File: config.mk
export PLATFORM = sky130hd
export DESIGN_NAME = arbitro_alu
export DESIGN_NICKNAME = d
export VERILOG_FILES = /design/src/rtl/arbitro_alu.sv
export SDC_FILE = /design/constraint.sdc
export NUM_CORES = 1
export LEC_CHECK = 0
export CAP_MARGIN = 5
export CORE_UTILIZATION = 39
export CTS_CLUSTER_DIAMETER = 80
export DETAILED_ROUTE_END_ITERATION = 10
export PLACE_DENSITY = 0.78
export SYNTH_ARGS = -nofsm -noshare
export SYNTH_HDL_FRONTEND = slang
export SYNTH_SLANG_ARGS = --single-unit
File: constraint.sdc
create_clock -name clk -period 2.2 [get_ports clk]
set_input_delay 0.55 -clock clk [delete_from_list [all_inputs] [get_ports clk]]
set_output_delay 0.55 -clock clk [all_outputs]
set_load 0.05 [all_outputs]
File: src/rtl/arbitro_alu.sv
// Round-robin arbiter that lets two requesters share one external ALU.
// Rejects illegal opcodes and division/modulo by zero without touching the ALU.
module arbitro_alu #(
  parameter int unsigned ANCHO = 3
) (
  input  logic           clk,
  input  logic           rst_n,
  input  logic           valido_0,
  input  logic           valido_1,
  output logic           listo_0,
  output logic           listo_1,
  input  logic [ANCHO:0] opA_0,
  input  logic [ANCHO:0] opB_0,
  input  logic [3:0]     sel_0,
  input  logic [ANCHO:0] opA_1,
  input  logic [ANCHO:0] opB_1,
  input  logic [3:0]     sel_1,
  output logic [ANCHO:0] alu_operandoA,
  output logic [ANCHO:0] alu_operandoB,
  output logic [3:0]     alu_seleccion,
  input  logic [ANCHO:0] alu_resultado,
  input  logic [3:0]     alu_banderas,
  output logic           resp_valido,
  input  logic           resp_listo,
  output logic           resp_id,
  output logic [ANCHO:0] resp_resultado,
  output logic [3:0]     resp_banderas,
  output logic           resp_error
);

  localparam logic [3:0] OpDiv = 4'd3;
  localparam logic [3:0] OpMod = 4'd4;
  localparam logic [3:0] OpMax = 4'd9;

  typedef enum logic [1:0] {StLibre, StEjecuta, StResponde} estado_t;

  estado_t        r_estado;
  logic           r_ultimo;
  logic [ANCHO:0] r_alu_a;
  logic [ANCHO:0] r_alu_b;
  logic [3:0]     r_alu_sel;
  logic           r_resp_valido;
  logic           r_resp_id;
  logic [ANCHO:0] r_resp_res;
  logic [3:0]     r_resp_flg;
  logic           r_resp_err;

  logic           w_libre;
  logic           w_gnt1;
  logic           w_acepta;
  logic [ANCHO:0] w_opa;
  logic [ANCHO:0] w_opb;
  logic [3:0]     w_sel;
  logic           w_rechazo;

  // Reset gates the handshake so nothing is offered while rst_n is low.
  assign w_libre = (r_estado == StLibre) && rst_n;

  always_comb begin
    w_gnt1 = valido_1;
    if (valido_0 && valido_1) begin
      w_gnt1 = ~r_ultimo;
    end
  end

  assign listo_0  = w_libre && valido_0 && !w_gnt1;
  assign listo_1  = w_libre && valido_1 && w_gnt1;
  assign w_acepta = listo_0 || listo_1;

  assign w_opa     = w_gnt1 ? opA_1 : opA_0;
  assign w_opb     = w_gnt1 ? opB_1 : opB_0;
  assign w_sel     = w_gnt1 ? sel_1 : sel_0;
  assign w_rechazo = (w_sel > OpMax) || (((w_sel == OpDiv) || (w_sel == OpMod)) && (w_opb == '0));

  always_ff @(posedge clk or negedge rst_n) begin
    if (!rst_n) begin
      r_estado      <= StLibre;
      r_ultimo      <= 1'b1;
      r_alu_a       <= '0;
      r_alu_b       <= '0;
      r_alu_sel     <= '0;
      r_resp_valido <= 1'b0;
      r_resp_id     <= 1'b0;
      r_resp_res    <= '0;
      r_resp_flg    <= '0;
      r_resp_err    <= 1'b0;
    end else begin
      unique case (r_estado)
        StLibre: begin
          if (w_acepta) begin
            r_resp_id <= w_gnt1;
            r_ultimo  <= w_gnt1;
            if (w_rechazo) begin
              r_resp_err    <= 1'b1;
              r_resp_res    <= '0;
              r_resp_flg    <= '0;
              r_resp_valido <= 1'b1;
              r_estado      <= StResponde;
            end else begin
              r_alu_a   <= w_opa;
              r_alu_b   <= w_opb;
              r_alu_sel <= w_sel;
              r_estado  <= StEjecuta;
            end
          end
        end
        StEjecuta: begin
          r_resp_res    <= alu_resultado;
          r_resp_flg    <= alu_banderas;
          r_resp_err    <= 1'b0;
          r_resp_valido <= 1'b1;
          r_estado      <= StResponde;
        end
        StResponde: begin
          if (resp_listo) begin
            r_resp_valido <= 1'b0;
            r_estado      <= StLibre;
          end
        end
        default: begin
          r_resp_valido <= 1'b0;
          r_estado      <= StLibre;
        end
      endcase
    end
  end

  assign alu_operandoA  = r_alu_a;
  assign alu_operandoB  = r_alu_b;
  assign alu_seleccion  = r_alu_sel;
  assign resp_valido    = r_resp_valido;
  assign resp_id        = r_resp_id;
  assign resp_resultado = r_resp_res;
  assign resp_banderas  = r_resp_flg;
  assign resp_error     = r_resp_err;

endmodule

==> metrics.txt <==
status finished clean; cells along the critical path clkdlybuf4s50_1; Synth Flop Type dfrtp_1; Bufs on Longest Clock Path 2; Synth top area share 49.0%; WP depth 1; Mapped Nets 141; max_slew headroom 60.8%; post-synth top area cell dfrtp_1; IO Pins 62; ANT nets after route 0; skew final 0.00152 ns; Mean Syn Cell Area 12.3 µm²; XOR/XNOR Fraction of Synth Area 0%; Reg-to-Reg End alu_seleccion[0]; Sequential cell area 652 µm²; Placer Congestion 0.739; startpoint types register; Syn Inst Count 104; Layout Nets 226; launch point of the worst path resp_valido; TritonRoute pass-1 iters 5; Area Overhead vs Synth 70.7%; Post-Route WL 3600 µm; Worst IR Drop VDD 0.873 mV; cell area after synthesis 1280 µm²; adder-cell share of the synthesized area 0%; initial cell density of the core 41.5%; grt ovf 0; mux share of post-synthesis cell area 20.8%; HPWL after detailed placement 2830 µm; number of synthesized flops with an enable pin 0; Core Area 3080 µm²; Layout fillers 247; Hold Vio Cnt, Final 0; slowest library cell on the worst path clkdlybuf4s50_1; die area 3510 µm²; post-synthesis cell type count 28; area share of and/or/nand/nor cells after synthesis 8.91%; Die Height 59.2 µm; asr flop ratio synth 100%; Ant. Diodes 0; WP data arrival 1.54 ns; post-synthesis register bit count 26; Crit path required time 1.65 ns; fin cells 232; row cnt 20; number of DRC markers after the initial detailed-route iteration 36; synth cell count leaders 25 x dfrtp_1, 20 x mux2_2, 9 x a22o_1; total clock buffers created by CTS 3; worst skew pair latency 0.32 ns; DR vias 1,183; TritonCTS clock tree built; sequential area share after synthesis 51.0%; largest net degree at the start of global routing 16; fin crit period 2.09 ns; critical path peak fanout 3; Synth Warn # 0; endpoint type of the worst setup path output pin; drt wl/cell 15.5 µm; first-pass GRT wire length 6060 µm; Multi-input gate area 621 µm²; DIE WIDTH 59.2 µm; r2r setup slk 0.14 ns; GR Util All Layers 23.5%; compound-gate portion of the synthesized area 18.4%; CP delay by family, top buffers and inverters; RSZ-0062 raised after global routing yes; Slew Limit Fails 0; fin crit share 95.1%; # H-tree levels 1; Final setup viols 0; most frequent cell after synthesis dfrtp_1; number of vias per cell 5.10; top cells by area, synth dfrtp_1 49%, mux2_2 18%, a22o_1 6.2%; Crit Path Class reg -> out; Leak Pwr 0.944 nW; Pwr Total 2.98 mW; r2r startpoint r_ultimo; MaxCap Viol Count 0; share of cells above drive strength 1 30.3%; CTS sink count 26; DRC 0; fmax 478 MHz; type of the worst min-delay path in -> async; PwrDens 1370 nW/µm²; initial antenna violation count 0; CP bufs+invs 1; R2R depth 8; vias in the first global route 1,255; slowest stage delay, CP 0.81 ns; clock transition at the registers of the reported paths 0.14 ns; Slew @ Worst Pin 0.585 ns; CTS Root Buffer Type clkbuf_4; placed insts 226; largest family of logic cells by synthesized area multiplexers; port buffer count 61
==> worst max path at each step <==
stage,to,slack (ns)
after detailed placement,alu_seleccion[0],-0.27
after global placement,alu_operandoA[2],-0.23
after global routing,resp_resultado[1],-0.006
final,resp_valido,0.11
after floorplan,listo_0,0.03
after CTS,listo_0,0.08
==> placed cells by master (no fill, tap or decap), types with 2 or more instances in the layout <==
master	netlist	layout
nor4_1	2	2
dlygate4sd2_1	0	3
a21oi_1	7	7
buf_4	0	18
dfrtp_1	25	25
mux2_2	20	20
nand2b_1	3	3
a22o_1	9	9
a31oi_1	3	3
nor2_1	7	5
nand2_1	4	4
mux2i_1	4	4
buf_12	0	3
clkbuf_4	0	3
inv_1	2	2
nor2_2	1	3
o21ai_0	2	2
clkdlybuf4s50_1	0	56
==> area by class of cell <==
type | count | share of cell area (%)
clock buffers | 3 | 1.03
clock inverters | 1 | 1.38
inverters | 2 | 0.344
multi-input cells | 75 | 28.5
flip-flops and latches | 26 | 29.9
well taps | 44 | 2.52
repair buffers | 81 | 36.4
==> timing repair <==
item	in CTS	in global routing
resized for setup	5	1
buffers inserted	2	0
setup endpoints to repair	2	4
hold buffers	0	0
cloned	0	0
==> routing by layer <==
layer,track usage (%),part of all wire [%]
met5,0,0
met4,7.14,1.8
met3,3.49,3.4
met2,42.9,54
met1,28.1,41
==> stage by stage <==
step	setup WS, ns	hold slack (ns)	utilization [%]	instance area, µm²	setup TNS, ns
after global placement	-0.226	0.458	68.5	2110	-4.34
after global routing	-0.00591	0.369	70.9	2180	-0.0135
after CTS	0.0839	0.391	70.8	2180	0
after floorplan	0.0288	0.254	-	1280	0
final	0.109	0.381	70.9	2180	0
after detailed placement	-0.273	0.489	68.5	2110	-5.23
==> power breakdown <==
group          switching [mW]  internal, mW  leakage (nW)  total, mW
registers               0.146         0.707         0.317      0.853
logic                    1.10         0.706         0.599       1.80
clock network           0.146         0.184        0.0279      0.330
total                    1.39          1.60         0.944       2.98
==> worst register-to-register path: cells and delay by family, from the launching register on <==
family	cells	cell delay, ns
flip-flops	1	0.60
AO/OA/AOI/OAI	3	0.45
buffers and inverters	3	0.42
multiplexers	1	0.34
AND/OR/NAND/NOR	1	0.18
==> flip-flops by register name, summed over array words and instances, names as in the netlist <==
signal	count
resp_error	1
r_ultimo	1
resp_valido	1
alu_operandoB	4
resp_id	1
alu_operandoA	4
alu_seleccion	4
resp_banderas	4
r_estado	2
resp_resultado	4
==> cells by family (layout without fill, tap and decap cells) <==
group           Yosys count  count (layout)
flops                    26              26
simple gates             22              22
mux                      24              24
buf+inv                   3              87
compound gates           29              29
(Power assumes the default switching activity.)
